$ cat src/rtl/mem_resp_ctrl.sv
// Toggle-handshake memory responder: sequences loads/stores as little-endian byte
// transfers on an 8-bit RAM port. Optional build macro: MEMCTRL_ALIGN_CHK_EN.
module mem_resp_ctrl #(
   parameter int ADDR_W = 32,
   parameter int RD_LAT = 1
) (
   input  logic              clk,
   input  logic              rst,
   input  logic              req_toggle_i,
   input  logic [3:0]        req_op_i,
   input  logic [31:0]       req_addr_i,
   input  logic [31:0]       req_wdata_i,
   output logic [ADDR_W-1:0] ram_addr_o,
   output logic              ram_wr_o,
   output logic [7:0]        ram_dout_o,
   input  logic [7:0]        ram_din_i,
   output logic              rsp_toggle_o,
   output logic [31:0]       rsp_rdata_o,
   output logic              rsp_err_o,
   output logic              busy_o
);

   localparam logic [3:0] OP_LB  = 4'd1;
   localparam logic [3:0] OP_LH  = 4'd2;
   localparam logic [3:0] OP_LW  = 4'd3;
   localparam logic [3:0] OP_LBU = 4'd4;
   localparam logic [3:0] OP_LHU = 4'd5;
   localparam logic [3:0] OP_SB  = 4'd6;
   localparam logic [3:0] OP_SH  = 4'd7;
   localparam logic [3:0] OP_SW  = 4'd8;
   localparam logic [2:0] LAT3   = 3'(RD_LAT);

   typedef enum logic [1:0] {IDLE, ISSUE, DRAIN, RESP} state_t;

   function automatic logic [2:0] op_len(input logic [3:0] op);
      case (op)
         OP_LB, OP_LBU, OP_SB: op_len = 3'd1;
         OP_LH, OP_LHU, OP_SH: op_len = 3'd2;
         OP_LW, OP_SW:         op_len = 3'd4;
         default:              op_len = 3'd0;
      endcase
   endfunction

   function automatic logic is_store(input logic [3:0] op);
      is_store = (op == OP_SB) || (op == OP_SH) || (op == OP_SW);
   endfunction

   function automatic logic is_load(input logic [3:0] op);
      is_load = (op >= OP_LB) && (op <= OP_LHU);
   endfunction

   function automatic logic [7:0] byte_of(input logic [31:0] w, input logic [1:0] idx);
      case (idx)
         2'd0:    byte_of = w[7:0];
         2'd1:    byte_of = w[15:8];
         2'd2:    byte_of = w[23:16];
         default: byte_of = w[31:24];
      endcase
   endfunction

   function automatic logic [31:0] load_extend(input logic [3:0] op, input logic [31:0] raw);
      case (op)
         OP_LB:   load_extend = {{24{raw[7]}}, raw[7:0]};
         OP_LH:   load_extend = {{16{raw[15]}}, raw[15:0]};
         OP_LBU:  load_extend = {24'd0, raw[7:0]};
         OP_LHU:  load_extend = {16'd0, raw[15:0]};
         default: load_extend = raw;
      endcase
   endfunction

   state_t              state_q, state_d;
   logic                seen_q, seen_d;
   logic [3:0]          op_q, op_d;
   logic [ADDR_W-1:0]   addr_q, addr_d;
   logic [31:0]         wdata_q, wdata_d;
   logic [2:0]          cnt_q, cnt_d, cnt_next;
   logic [7:0]          rdbuf_q [4];
   logic [ADDR_W-1:0]   ram_addr_q, ram_addr_d;
   logic                ram_wr_q, ram_wr_d;
   logic [7:0]          ram_dout_q, ram_dout_d;
   logic                rsp_toggle_q, rsp_toggle_d;
   logic [31:0]         rsp_rdata_q, rsp_rdata_d;
   logic [2:0]          len_q;
   logic [2:0]          cap_idx;
   logic                cap_en;
   logic                accept;
   logic                misal_now;
   logic                acc_bad;

   assign accept = (state_q == IDLE) && (req_toggle_i != seen_q);
   assign len_q  = op_len(op_q);

`ifdef MEMCTRL_ALIGN_CHK_EN
   function automatic logic misaligned(input logic [3:0] op, input logic [1:0] a);
      case (op_len(op))
         3'd2:    misaligned = a[0];
         3'd4:    misaligned = (a != 2'b00);
         default: misaligned = 1'b0;
      endcase
   endfunction

   logic bad_q;
   logic rsp_err_q;

   assign misal_now = misaligned(req_op_i, req_addr_i[1:0]);
   assign acc_bad   = bad_q;

   // Misalignment is decided once at accept and reported with that request's flip.
   always_ff @(posedge clk) begin
      if (rst) begin
         bad_q     <= 1'b0;
         rsp_err_q <= 1'b0;
      end else begin
         if (accept) bad_q <= misal_now;
         if (state_q == RESP) rsp_err_q <= bad_q;
      end
   end

   assign rsp_err_o = rsp_err_q;
`else
   assign misal_now = 1'b0;
   assign acc_bad   = 1'b0;
   assign rsp_err_o = 1'b0;
`endif

   // Byte k of a load returns RD_LAT cycles after its address, counted from the first ISSUE cycle.
   assign cap_idx = cnt_q - LAT3;
   assign cap_en  = ((state_q == ISSUE) || (state_q == DRAIN)) && is_load(op_q)
                    && (cnt_q >= LAT3) && (cap_idx < len_q);

   always_comb begin
      state_d      = state_q;
      seen_d       = seen_q;
      op_d         = op_q;
      addr_d       = addr_q;
      wdata_d      = wdata_q;
      cnt_d        = cnt_q;
      cnt_next     = cnt_q + 3'd1;
      ram_addr_d   = ram_addr_q;
      ram_wr_d     = 1'b0;
      ram_dout_d   = ram_dout_q;
      rsp_toggle_d = rsp_toggle_q;
      rsp_rdata_d  = rsp_rdata_q;

      unique case (state_q)
         IDLE: begin
            if (accept) begin
               seen_d  = req_toggle_i;
               op_d    = req_op_i;
               addr_d  = req_addr_i[ADDR_W-1:0];
               wdata_d = req_wdata_i;
               cnt_d   = 3'd0;
               if ((op_len(req_op_i) == 3'd0) || misal_now) begin
                  state_d = RESP;
               end else begin
                  state_d    = ISSUE;
                  ram_addr_d = req_addr_i[ADDR_W-1:0];
                  ram_wr_d   = is_store(req_op_i);
                  ram_dout_d = req_wdata_i[7:0];
               end
            end
         end
         ISSUE: begin
            cnt_d = cnt_next;
            if (cnt_q == len_q - 3'd1) begin
               state_d = is_store(op_q) ? RESP : DRAIN;
            end else begin
               ram_addr_d = addr_q + ADDR_W'(cnt_next);
               ram_wr_d   = is_store(op_q);
               ram_dout_d = byte_of(wdata_q, cnt_next[1:0]);
            end
         end
         DRAIN: begin
            cnt_d = cnt_next;
            if (cnt_q == len_q - 3'd1 + LAT3) state_d = RESP;
         end
         RESP: begin
            rsp_toggle_d = ~rsp_toggle_q;
            if (is_load(op_q) && !acc_bad)
               rsp_rdata_d = load_extend(op_q, {rdbuf_q[3], rdbuf_q[2], rdbuf_q[1], rdbuf_q[0]});
            state_d = IDLE;
         end
      endcase
   end

   always_ff @(posedge clk) begin
      if (rst) begin
         state_q      <= IDLE;
         seen_q       <= 1'b0;
         cnt_q        <= 3'd0;
         ram_addr_q   <= '0;
         ram_wr_q     <= 1'b0;
         ram_dout_q   <= 8'd0;
         rsp_toggle_q <= 1'b0;
         rsp_rdata_q  <= 32'd0;
      end else begin
         state_q      <= state_d;
         seen_q       <= seen_d;
         cnt_q        <= cnt_d;
         ram_addr_q   <= ram_addr_d;
         ram_wr_q     <= ram_wr_d;
         ram_dout_q   <= ram_dout_d;
         rsp_toggle_q <= rsp_toggle_d;
         rsp_rdata_q  <= rsp_rdata_d;
      end
   end

   // Request payload and read assembly carry no reset; they are only consumed after an accept.
   always_ff @(posedge clk) begin
      op_q    <= op_d;
      addr_q  <= addr_d;
      wdata_q <= wdata_d;
      if (cap_en) rdbuf_q[cap_idx[1:0]] <= ram_din_i;
   end

   assign ram_addr_o   = ram_addr_q;
   assign ram_wr_o     = ram_wr_q;
   assign ram_dout_o   = ram_dout_q;
   assign rsp_toggle_o = rsp_toggle_q;
   assign rsp_rdata_o  = rsp_rdata_q;
   assign busy_o       = (state_q != IDLE);

endmodule

$ cat config.mk
export PLATFORM = sky130hd
export DESIGN_NAME = mem_resp_ctrl
export DESIGN_NICKNAME = d
export VERILOG_FILES = /design/src/rtl/mem_resp_ctrl.sv
export SDC_FILE = /design/constraint.sdc
export NUM_CORES = 1
export LEC_CHECK = 0
export BUFFER_PORTS_ARGS = -buffer_cell sky130_fd_sc_hd__buf_2
export CAP_MARGIN = 20
export CORE_MARGIN = 4
export CORE_UTILIZATION = 30
export CTS_BUF_LIST = sky130_fd_sc_hd__clkbuf_8
export CTS_CLUSTER_SIZE = 28
export DETAILED_ROUTE_END_ITERATION = 7
export PLACE_DENSITY_LB_ADDON = 0.05
export SYNTH_ARGS = -nofsm -noshare
export SYNTH_HDL_FRONTEND = slang
export SYNTH_SLANG_ARGS = --single-unit
$ cat constraint.sdc
create_clock -name clk -period 3.81 [get_ports clk]
set_clock_uncertainty 0.2 [all_clocks]
set_input_delay 0.1905 -clock clk [delete_from_list [all_inputs] [get_ports clk]]
set_output_delay 0.1905 -clock clk [all_outputs]
set_load 0.01 [all_outputs]
Yosys cells after proc, flatten, opt, wreduce, memory -nomap -nowiden
Memory sizes are Yosys's and may differ from the RTL's. A register that Yosys moved wholly into a read port is not among the register bits.
Index checks and enable logic that the tools add are counted.
{"block": "op_classes", "n_mux": 27, "add_sub_neg": 5, "mul": 0, "div_mod_pow": 0, "bitwise_logic": 1, "shift": 0, "reduce_logical": 22, "n_eq_ne": 23, "n_lt_le_gt_ge": 4}
{"operator": "32-bit case mux with 4 select lines", "n": 1}
{"operator": "32-bit 2-to-1 mux", "n": 3}
{"operator": "32-bit case mux with 2 select lines", "n": 1}
{"operator": "32-bit by 3-bit adder with 32-bit output", "n": 1}
{"operator": "4-bit by 3-bit == test with 1-bit output (second input constant)", "n": 6}
{"operator": "8-bit 2-to-1 mux", "n": 3}
{"operator": "8-bit case mux with 3 select lines", "n": 1}
{"operator": "8-bit case mux with 2 select lines", "n": 1}
{"operator": "3-bit 2-to-1 mux", "n": 3}
{"operator": "4-bit == test (second input constant)", "n": 2}
{"operator": "2-bit 2-to-1 mux", "n": 4}
{"operator": "2-bit case mux with 4 select lines", "n": 1}
{"operator": "3-bit by 1-bit adder with 3-bit output (second input constant)", "n": 2}
{"operator": "2-bit == test (second input constant)", "n": 3}
{"operator": "3-bit == test", "n": 2}
{"operator": "1-bit 2-to-1 mux", "n": 6}
{"operator": "2-bit inequality test (second input constant)", "n": 3}
{"operator": "3-bit case mux with 2 select lines", "n": 1}
{"operator": "2-bit AND reduction", "n": 3}
{"operator": "2-bit nonzero test", "n": 3}
{"operator": "3-bit by 1-bit subtractor with 3-bit output (second input constant)", "n": 2}
{"operator": "1-bit logical AND", "n": 5}
{"operator": "1-bit logical OR", "n": 5}
{"operator": "2-bit by 1-bit == test with 1-bit output (second input constant)", "n": 2}
{"operator": "other kinds (16)", "n": 18}
{"block": "totals", "output_inout_bits": 76, "input_bits": 79, "register_bits": 148, "mem_bits_rw": 32, "memories": 3, "romBits": 96, "latch_bits": 0, "elab_cells": 96}
{"name": "(name not given)", "depth": 16, "width": 3, "read_ports": 1, "rd_ports_with_merged_regs": 0, "write_ports": 0, "line": "36", "source": "case (op)"}
{"name": "(name not given)", "depth": 16, "width": 3, "read_ports": 1, "rd_ports_with_merged_regs": 1, "write_ports": 0, "line": "36"}
{"name": "rdbuf_q", "depth": 4, "width": 8, "read_ports": 4, "rd_ports_with_merged_regs": 0, "write_ports": 1, "line": "77", "source": "logic [7:0] rdbuf_q [4];"}

Longest topological paths before layout
Gate-level depths: netlist of run 1.
{"block": "depth", "word_depth": 8, "mapped_depth": 11, "depth_no_buf": 9}

Worst setup path after synthesis of run 1
Ideal clock, no wire load.
{"block": "synth_path", "path_type": "register to register", "start": "register state_q[0]", "end": "register ram_wr_q, in the netlist ram_wr_o", "path_stages_with_launch": 8, "arrival_time_ps": 2707, "synth_period_minus_slack_ps": 2995, "setup_time_ps": 88, "path_slack_ps": 815, "path_cell_list": "dfxtp_1 inv_1 ha_1 clkbuf_1 nand2_1 inv_1 a22oi_1 a211oi_1"}
{"block": "synth_via", "elab_chain_cells": 4, "elab_cells_between_ends": 5}
{"element": "from (decl)", "line": "71", "source": "state_t state_q, state_d;"}
{"element": "from (signal assigned)", "line": "197", "source": "state_q <= state_d;"}
{"element": "2-bit zero test", "line": "90, 145"}
{"element": "1-bit logical AND", "line": "90", "source": "assign accept = (state_q == IDLE) && (req_toggle_i != seen_q);"}
{"element": "1-bit 2-to-1 mux", "line": "147", "source": "if (accept) begin"}
{"element": "1-bit case mux with 2 select lines *", "line": "145", "source": "unique case (state_q)"}
{"element": "to (signal assigned)", "line": "201", "source": "ram_wr_q <= ram_wr_d;"}
{"element": "to (decl)", "line": "79", "source": "logic ram_wr_q, ram_wr_d;"}
Mark *: on every way between the ends. The rest lies on a longest branch, timed or not.
A chain may end at the register's enable or synchronous reset.

Worst setup path after layout of run 1
{"block": "layout_path", "start": "register cnt_q[1]", "end": "register ram_addr_q[18], in the netlist ram_addr_o[18]"}
{"block": "layout_via", "elab_chain_cells": 4, "elab_cells_between_ends": 7}
{"element": "from (decl)", "line": "76", "source": "logic [2:0] cnt_q, cnt_d, cnt_next;"}
{"element": "from (signal assigned)", "line": "199", "source": "cnt_q <= cnt_d;"}
{"element": "3-bit by 1-bit adder with 3-bit output", "line": "138", "source": "cnt_next = cnt_q + 3'd1;"}
{"element": "32-bit by 3-bit adder with 32-bit output", "line": "168", "source": "ram_addr_d = addr_q + ADDR_W'(cnt_next);"}
{"element": "32-bit 2-to-1 mux", "line": "165", "source": "if (cnt_q == len_q - 3'd1) begin"}
{"element": "32-bit case mux with 2 select lines", "line": "145"}
{"element": "to (signal assigned)", "line": "200", "source": "ram_addr_q <= ram_addr_d;"}
{"element": "to (decl)", "line": "78", "source": "logic [ADDR_W-1:0] ram_addr_q, ram_addr_d;"}
Several ways; a longest one is shown, not always the timed one. The select of a mux whose other input is x is not followed.

==> flow_metrics.tcl, run 1 <==
set metrics [dict create \
    area_delta_synth_final_pct 28.7 \
    core_um2 26200 \
    grt_busiest_layer "met2" \
    timing_max_transition_violations_final 0 \
    hold_start "rst" \
    numCtsBuffers 17 \
    clock_sink_count 183 \
    crit_path_frequent_cell "sky130_fd_sc_hd__inv_1" \
    grt.total_usage_pct 15.3 \
    timing.hold.worst_endpoint "state_q[1]" \
    postSynth.asyncResetShare_pct 0 \
    cap_violations 0 \
    synth_enable_flop_cells 100 \
    worstPathCellList "inv_1 > ha_1 > inv_1 > fa_1 > nor2b_1 > o21ai_2 > or4_1 > a311o_1 > a21oi_1" \
    clk_pin_slew_worst_paths_ps 110 \
    yosys_register_bits 183 \
    num_vias 6302 \
    seqCellArea_um2 4660 \
    critPathRequiredTime_ps 3990 \
    synth_flop_cell "sky130_fd_sc_hd__edfxtp_1" \
    die-area_um2 29400 \
    pre_repair_dr_iteration_count 5 \
    grt_util_met1_pct 20.9 \
    worst_hold_path_type "in -> reg" \
    post_synth.cell_area_avg_um2 11.0 \
    critical_path.reg2reg.endpoint "ram_addr_o[18]" \
    fraction_of_layout_instances_using_a_drive_strength_above_1_pct 22.6 \
    drt_first_iter_violations 299 \
    syn-num-nets 826 \
    boundaryPins 155 \
    static-leakage-power_uw 0.00391 \
    die_height_um 171 \
    globalRoute.totalOverflow 0 \
    final.setup.tns_ps 0 \
    place.detailed.hpwl_mm 15.3 \
    critical_path_s_slowest_cell "sky130_fd_sc_hd__or4_1" \
    grt_pass1_wl_mm 35.0 \
    met3_track_demand_over_resource_in_global_routing_pct 2.69 \
    crit_fanout 20 \
    layout.nets 1038 \
    initial_core_util_pct 30.6 \
    final.period_utilization_pct 91.2 \
    dieWidth_um 171 \
    rsz0062_at_grt "no" \
    worstMarginPinSlew_ps 977 \
    rows 59 \
    first_global_vias 6297 \
    final-hold-violation-count 0 \
    holdPathStages 2 \
    grt_start_max_net_pins 62 \
    timing.critical_path.arrival_ps 3660 \
    layout_min_cycle_time_ps 3470 \
    yosys_warnings 0 \
    ff2ff_setup_slack_ps 340 \
    clkLatencyLatePin_ps 470 \
    yosys.cell_types.count 71 \
    h_tree_depth 4 \
    power_per_cell_area_nw_per_um2 617 \
    wl_per_cell_um 17.4 \
    cts_buffer_depth 2 \
    port-buffer-count 153 \
    worstSetupPathType "reg -> reg" \
    highest_clock_frequency_the_design_can_meet_ghz 0.288 \
    placer_congestion 0.754 \
    run_status "completed" \
    drc_errors 0 \
    ir_drop_mv 0.229 \
    mappedNetlistArea_um2 8010 \
    slew_headroom_pct 34.9 \
    fillers 2541 \
    route.final.wire_length_mm 22.4 \
    seq_area_frac_synth_pct 58.2 \
    postLayoutSetupSlackWorst_ps 335 \
    synth_cells 727 \
    met2_usage_pct 24.9 \
    antenna_found_initial 1 \
    multi_input_comb_area_um2 3080 \
    antenna_left 0 \
    dp_worst_setup_slack_ps 345 \
    cp-end-kind "register" \
    cts_tree "yes" \
    final-setup-viol-count 0 \
    crit-reg2reg-launch "cnt_q[1]" \
    viasPerCell 4.89 \
    worst-r2r-cell-count 9 \
    critical_path.startpoint_type "register" \
    clock-root-buffer "sky130_fd_sc_hd__clkbuf_8" \
    slowest_delay_ps 590 \
]
==> sequential cells by signal (all words and copies together), names as in the netlist, 2 cells and up <==
name	count
addr_q	32
cnt_q	3
len_q	3
op_q	4
ram_addr_o	32
ram_dout_o	8
rdbuf_q	32
rsp_rdata_o	32
state_q	2
wdata_q	32
==> critical path: cells and delay by family, from the launching register on <==
family	cells	cell delay (ps)
AO/OA/AOI/OAI	3	780
adder cells (fa/ha/maj)	2	760
buffers and inverters	2	240
flip-flops	1	560
AND/OR/NAND/NOR	2	860
==> worst max-delay path by stage <==
stage                                end  startpoint  cells past startpoint
after floorplan                 ram_wr_o  state_q[0]                      7
after global placement    ram_addr_o[12]    cnt_q[1]                      9
after detailed placement  ram_addr_o[18]    cnt_q[1]                      9
after CTS                 ram_addr_o[18]    cnt_q[1]                      9
after global routing      ram_addr_o[12]    cnt_q[1]                      9
final                     ram_addr_o[18]    cnt_q[1]                      9
==> cell type report <==
type | instances | area share (%)
Sequential cell | 183 | 45.2
Timing Repair Buffer | 240 | 15.9
Clock inverter | 15 | 2.03
Antenna cell | 1 | 0.0243
Tap cell | 335 | 4.06
Inverter | 20 | 0.728
Multi-Input combinational cell | 477 | 29.8
Clock buffer | 17 | 2.27
==> per-layer routing <==
metal,routed length [µm],up-vias
li1,-,3128
met1,10600,2991
met2,10500,160
met3,855,23
met4,353,0
met5,0,-
==> report_power, final <==
part | internal, µW | total, µW | switching [µW]
combinational | 815 | 2040 | 1230
clock | 529 | 1420 | 888
sequential | 2600 | 2910 | 309
==> synthesized netlist by cell type (10+ instances only) <==
library cell               count  share of area [%]
sky130_fd_sc_hd__o21ai_0      19                1.2
sky130_fd_sc_hd__a21oi_1      47                2.9
sky130_fd_sc_hd__o31ai_1      10               0.94
sky130_fd_sc_hd__ha_1         19                3.0
sky130_fd_sc_hd__mux2i_1      17                2.1
sky130_fd_sc_hd__nor2_1       67                3.1
sky130_fd_sc_hd__nand3_1      20                1.2
sky130_fd_sc_hd__edfxtp_1    100                 37
sky130_fd_sc_hd__nand2_1      77                3.6
sky130_fd_sc_hd__clkbuf_1     32                1.5
sky130_fd_sc_hd__buf_2        11               0.69
sky130_fd_sc_hd__dfxtp_1      83                 21
sky130_fd_sc_hd__a211oi_1     32                3.0
sky130_fd_sc_hd__nor3_1       19                1.2
sky130_fd_sc_hd__inv_1        19               0.89
==> cell usage in the layout, fill, tap and decap left out, drive strengths merged, types with 6 or more instances in the layout <==
cell           n
nor4           8
dfxtp         83
a311o          7
nand2         77
or4            9
a211oi        32
o31ai         10
clkbuf        17
or3           10
xnor2          9
ha            19
o21ai         22
nand3         20
clkinv         8
nor3          21
edfxtp       100
o41ai          8
a211o          6
mux2i         17
inv           27
xor2           9
nor2          67
buf          163
a21oi         48
a222oi         8
dlygate4sd3   77
==> per-stage QoR <==
stage | util, % | cells | power (µW) | hold WS, ps | cell area, µm²
6_report | 39.4 | 1288 | 6370 | 47.5 | 10300
5_1_grt | 39.4 | 1288 | 6810 | 49.9 | 10300
3_3_place_gp | 34.7 | 1178 | 4960 | 167 | 9100
4_1_cts | 39.4 | 1287 | 6470 | 19.4 | 10300
2_1_floorplan | - | 727 | 4200 | 89.4 | 8010
3_5_place_dp | 34.7 | 1178 | 4960 | 169 | 9100
==> logic make-up after synthesis <==
group	synth area share (%)
buffers and inverters	3.45
flip-flops	58.2
adder cells (fa/ha/maj)	3.22
AND/OR/NAND/NOR	15.6
multiplexers	2.40
AO/OA/AOI/OAI	14.5
XOR/XNOR	2.56
other	0.0468
==> repair_timing <==
action / in CTS / in global routing
setup buffers: 0 / 0
resized for setup: 0 / 0
hold buffers: 77 / 0
endpoints found under the hold margin: 141 / 0
Power figures use the tool's default switching activity.
==> run 2: changes to the inputs <==
--- a/config.mk
+++ b/config.mk
@@ -7,6 +7,8 @@
 export LEC_CHECK = 0
 export BUFFER_PORTS_ARGS = -buffer_cell sky130_fd_sc_hd__buf_2
 export CAP_MARGIN = 20
+export CELL_PAD_IN_SITES_DETAIL_PLACEMENT = 2
+export CELL_PAD_IN_SITES_GLOBAL_PLACEMENT = 2
 export CORE_MARGIN = 4
 export CORE_UTILIZATION = 30
 export CTS_BUF_LIST = sky130_fd_sc_hd__clkbuf_8
==> run 2 against run 1 <==
Compared with the run above:
- register-to-register slack worse by 60 ps
- cell area is 0.74% lower
- global-route usage is 2.7 points higher
- critical path depth is the same
- clock power is 7% lower
- via count up 4.5%
- first-iteration DRC count is 0.67% lower
- routed wire length grew 17%
- critical path type unchanged
- largest cell class unchanged
- highest routed layer unchanged
==> flow_metrics.tcl, run 2 (synthesized netlist as in run 1, its figures left out) <==
set metrics [dict create \
    slew_headroom_pct 35.6 \
    postLayoutSetupSlackWorst_ps 275 \
    critical_path.startpoint_type "register" \
    final-setup-viol-count 0 \
    place.detailed.hpwl_mm 17.9 \
    numCtsBuffers 17 \
    cap_violations 0 \
    rsz0062_at_grt "no" \
    drc_errors 0 \
    met2_usage_pct 33.0 \
    grt_start_max_net_pins 63 \
    static-leakage-power_uw 0.00389 \
    pre_repair_dr_iteration_count 4 \
    cts_tree "yes" \
    final-hold-violation-count 0 \
    die-area_um2 29400 \
    whs_ps 60.4 \
    route.final.wire_length_mm 26.2 \
    critPathRequiredTime_ps 3990 \
    area_delta_synth_final_pct 27.8 \
    die_height_um 171 \
    final.setup.tns_ps 0 \
    final.period_utilization_pct 92.8 \
    worst_hold_path_type "in -> reg" \
    grt_pass1_wl_mm 41.1 \
    initial_core_util_pct 30.6 \
    grt_busiest_layer "met2" \
    placer_congestion 0.736 \
    grt.total_usage_pct 18.0 \
    highest_clock_frequency_the_design_can_meet_ghz 0.283 \
    drt_first_iter_violations 297 \
    core_um2 26200 \
    layout_min_cycle_time_ps 3540 \
    cts_buffer_depth 2 \
    globalRoute.totalOverflow 0 \
    fraction_of_layout_instances_using_a_drive_strength_above_1_pct 22.7 \
    boundaryPins 155 \
    clock_sink_count 183 \
    layout_commonest_cell "sky130_fd_sc_hd__buf_2" \
    cts_setup_buffers 0 \
    dp_worst_setup_slack_ps 286 \
    num_vias 6586 \
    h_tree_depth 4 \
    worstMarginPinSlew_ps 966 \
    timing_max_transition_violations_final 0 \
    antenna_found_initial 0 \
    wl_per_cell_um 20.3 \
    clock-root-buffer "sky130_fd_sc_hd__clkbuf_8" \
    run_status "completed" \
    viasPerCell 5.11 \
    timing.critical_path.arrival_ps 3710 \
    clk_pin_slew_worst_paths_ps 110 \
    met3_track_demand_over_resource_in_global_routing_pct 3.01 \
    finish.utilization_pct 39.1 \
    port-buffer-count 153 \
    antenna_left 0 \
    dieWidth_um 171 \
    num_antenna_cells 0 \
    first_global_vias 7347 \
    grt_util_met1_pct 22.2 \
    power_per_cell_area_nw_per_um2 620 \
    crit_fanout 20 \
    layout.nets 1039 \
    rows 59 \
    ir_drop_mv 0.235 \
    clkLatencyLatePin_ps 470 \
    layout.cells.most_common_list "sky130_fd_sc_hd__buf_2, sky130_fd_sc_hd__edfxtp_1, sky130_fd_sc_hd__dfxtp_1, sky130_fd_sc_hd__nand2_1, sky130_fd_sc_hd__dlygate4sd3_1" \
    worstSetupPathType "reg -> reg" \
    cp-end-kind "register" \
]
[run 2: critical path: stages (launching register included)]
cell,delay [ps]
sky130_fd_sc_hd__dfxtp_1,550
sky130_fd_sc_hd__inv_1,150
sky130_fd_sc_hd__ha_1,360
sky130_fd_sc_hd__inv_1,90
sky130_fd_sc_hd__fa_1,410
sky130_fd_sc_hd__nor2b_1,280
sky130_fd_sc_hd__o21ai_2,340
sky130_fd_sc_hd__or3_2,540
sky130_fd_sc_hd__a311o_1,380
sky130_fd_sc_hd__a21oi_1,160
[run 2: metrics by stage]
| stage | total power (µW) | instances | instance area [µm²] |
|---|---|---|---|
| 6_report | 6350 | 1288 | 10200 |
| 5_1_grt | 6800 | 1288 | 10200 |
| 4_1_cts | 6470 | 1288 | 10200 |
| 3_5_place_dp | 5050 | 1179 | 9080 |
| 3_3_place_gp | 4960 | 1179 | 9080 |
| 2_1_floorplan | 4200 | 727 | 8010 |
[run 2: area by class of cell]
class | instances | area, µm²
fill | 2751 | 16000
sequential | 183 | 4660
multi-input combinational | 477 | 3080
timing repair buffer | 241 | 1620
tap | 335 | 419
clock buffer | 17 | 234
clock inverter | 15 | 153
inverter | 20 | 75.1
[run 2: worst paths after layout]
| check | startpoint | endpoint | slack (ps) | cells after the start |
|---|---|---|---|---|
| worst min-delay path | rst | rsp_toggle_o | 60 | 2 |
| worst max-delay path | cnt_q[1] | ram_addr_o[10] | 270 | 9 |
| worst min register to register | rsp_rdata_o[6] | rsp_rdata_o[6] | 270 | 2 |
| worst max register to register | cnt_q[1] | ram_addr_o[10] | 270 | 9 |
[run 2: repair_timing]
item | 4_1_cts | 5_1_grt
hold buffers | 77 | 0
gates resized for setup | 0 | 0
endpoints found under the hold margin | 139 | 0
[run 2: where the power goes]
part,switching [µW],internal [µW]
Clock,825,496
Sequential,336,2600
Combinational,1290,802
[run 2: layer usage]
metal	routed length, µm	up-vias
met5	0	-
met4	263	0
met3	846	17
met2	13800	124
met1	11300	3329
li1	-	3116
==> run 3: changes to the inputs <==
--- a/config.mk
+++ b/config.mk
@@ -15,6 +15,7 @@
 export CTS_CLUSTER_SIZE = 28
 export DETAILED_ROUTE_END_ITERATION = 7
 export PLACE_DENSITY_LB_ADDON = 0.05
+export RECOVER_POWER = 25
 export SYNTH_ARGS = -nofsm -noshare
 export SYNTH_HDL_FRONTEND = slang
 export SYNTH_SLANG_ARGS = --single-unit
==> run 3 against run 2 <==
Compared with the run above:
- cell area is 0.53% lower
- critical path type unchanged
- sequential power is essentially flat
- maximum frequency shrank 0.38%
- routed wire length barely moved
- first-iteration DRC count increased by 2.4%
- largest cell class unchanged
- critical path depth unchanged
- non-clock buffer count did not move
- register-to-register slack barely moved
- core utilization is 0.21 points lower
- power is essentially flat
==> flow_metrics.tcl, run 3 (synthesized netlist as in run 1, its figures left out) <==
set metrics [dict create \
    clkLatencyLatePin_ps 470 \
    clock_sink_count 183 \
    num_antenna_cells 0 \
    switching_share_pct 38.7 \
    fraction_of_layout_instances_using_a_drive_strength_above_1_pct 18.2 \
    dieWidth_um 171 \
    slew_headroom_pct 33.4 \
    place.detailed.hpwl_mm 17.9 \
    layout_min_cycle_time_ps 3550 \
    final-hold-violation-count 0 \
    initial_core_util_pct 30.6 \
    intPower_uw 3900 \
    cts_buffer_depth 2 \
    area_delta_synth_final_pct 27.1 \
    num_vias 6601 \
    clock-root-buffer "sky130_fd_sc_hd__clkbuf_8" \
    clock_power_share_pct 20.8 \
    antenna_found_initial 0 \
    numCtsBuffers 17 \
    rows 59 \
    boundaryPins 155 \
    grt_start_max_net_pins 63 \
    power_share_of_the_combinational_group_pct 32.9 \
    die-area_um2 29400 \
    maxUsedRoutingLayer "met4" \
    final.setup.tns_ps 0 \
    highest_clock_frequency_the_design_can_meet_ghz 0.282 \
    core_um2 26200 \
    pre_repair_dr_iteration_count 4 \
    drt_first_iter_violations 304 \
    met1_length_mm 11.3 \
    postLayoutSetupSlackWorst_ps 261 \
    worst_hold_path_type "in -> reg" \
    grt.total_usage_pct 18.0 \
    die_height_um 171 \
    port-buffer-count 153 \
    first_global_vias 7347 \
    grt_pass1_wl_mm 41.1 \
    worstSetupPathType "reg -> reg" \
    globalRoute.totalOverflow 0 \
    cts_setup_buffers 0 \
    critical_path.startpoint_type "register" \
    dp_worst_setup_slack_ps 286 \
    wl_per_cell_um 20.3 \
    placer_congestion 0.736 \
    timing_max_transition_violations_final 0 \
    drc_errors 0 \
    static-leakage-power_uw 0.00377 \
    cap_violations 0 \
    viasPerCell 5.13 \
    power_switching_uw 2460 \
    final-setup-viol-count 0 \
    rsz0062_at_grt "no" \
    cts_tree "yes" \
    layout.nets 1039 \
    crit_fanout 20 \
    final.period_utilization_pct 93.1 \
    antenna_left 0 \
    ff2ff_setup_slack_ps 260 \
    run_status "completed" \
    clk_pin_slew_worst_paths_ps 110 \
    h_tree_depth 4 \
    wl_met3_um 781 \
    power_frac_seq_pct 46.3 \
    route.final.wire_length_mm 26.2 \
    worstMarginPinSlew_ps 1000 \
    timing.critical_path.arrival_ps 3730 \
    power_per_cell_area_nw_per_um2 624 \
    layout.cells.most_common_list "sky130_fd_sc_hd__buf_2, sky130_fd_sc_hd__edfxtp_1, sky130_fd_sc_hd__dfxtp_1, sky130_fd_sc_hd__nand2_1, sky130_fd_sc_hd__dlygate4sd3_1" \
    layout_commonest_cell "sky130_fd_sc_hd__buf_2" \
    ir_drop_mv 0.235 \
    wl_met2_mm 13.9 \
    post_cts_resized 0 \
    cp-end-kind "register" \
    critPathRequiredTime_ps 3990 \
]
-- run 3: path summary, 6_finish.rpt --
check / endpoint / from / depth (start not counted)
worst min register to register: rsp_rdata_o[6] / rsp_rdata_o[6] / 2
worst min-delay path: rsp_toggle_o / rst / 2
worst max register to register: ram_addr_o[10] / cnt_q[1] / 9
worst max-delay path: ram_addr_o[10] / cnt_q[1] / 9
-- run 3: stage by stage --
step | total power (µW) | cells | utilization, % | cell area, µm² | hold WS (ps)
after floorplan | 4200 | 727 | - | 8010 | 89.4
after global placement | 4960 | 1179 | 34.7 | 9080 | 168
after detailed placement | 5050 | 1179 | 34.7 | 9080 | 169
after CTS | 6470 | 1288 | 39.1 | 10200 | 30.2
after global routing | 6790 | 1288 | 38.9 | 10200 | 66.3
final | 6350 | 1288 | 38.9 | 10200 | 59.8
-- run 3: critical path, cell delays in order, from the launching register on --
cell and delay [ps]:
sky130_fd_sc_hd__dfxtp_1 550, sky130_fd_sc_hd__inv_1 150, sky130_fd_sc_hd__ha_1 360, sky130_fd_sc_hd__inv_1 90, sky130_fd_sc_hd__fa_1 410, sky130_fd_sc_hd__nor2b_1 280
sky130_fd_sc_hd__o21ai_2 340, sky130_fd_sc_hd__or3_2 550, sky130_fd_sc_hd__a311o_1 380, sky130_fd_sc_hd__a21oi_1 160
-- run 3: final cells by class --
cell class,count,area (µm²)
well taps,335,419
multi-input cells,477,3080
inverters,20,75.1
repair buffers,241,1570
clock buffers,17,234
clock inverters,15,153
fillers,2760,16000
flip-flops and latches,183,4660
-- run 3: power groups by stage --
stage	Combinational, µW	Clock [µW]	Sequential [µW]
after CTS	2140	1380	2950
after detailed placement	2060	0	2990
final	2090	1320	2940
after global routing	2330	1460	3000
after floorplan	1240	0	2960
after global placement	2000	0	2960
-- run 3: timing repair --
action	4_1_cts	5_1_grt
hold buffers	77	0
endpoints found under the setup margin	0	0
hold endpoints to repair	139	0
-- run 3: metal layers --
metal	up-vias	track usage (%)
met5	-	0
met1	3353	22.2
li1	3113	-
met3	14	3.01
met4	0	3.62
met2	121	33.0
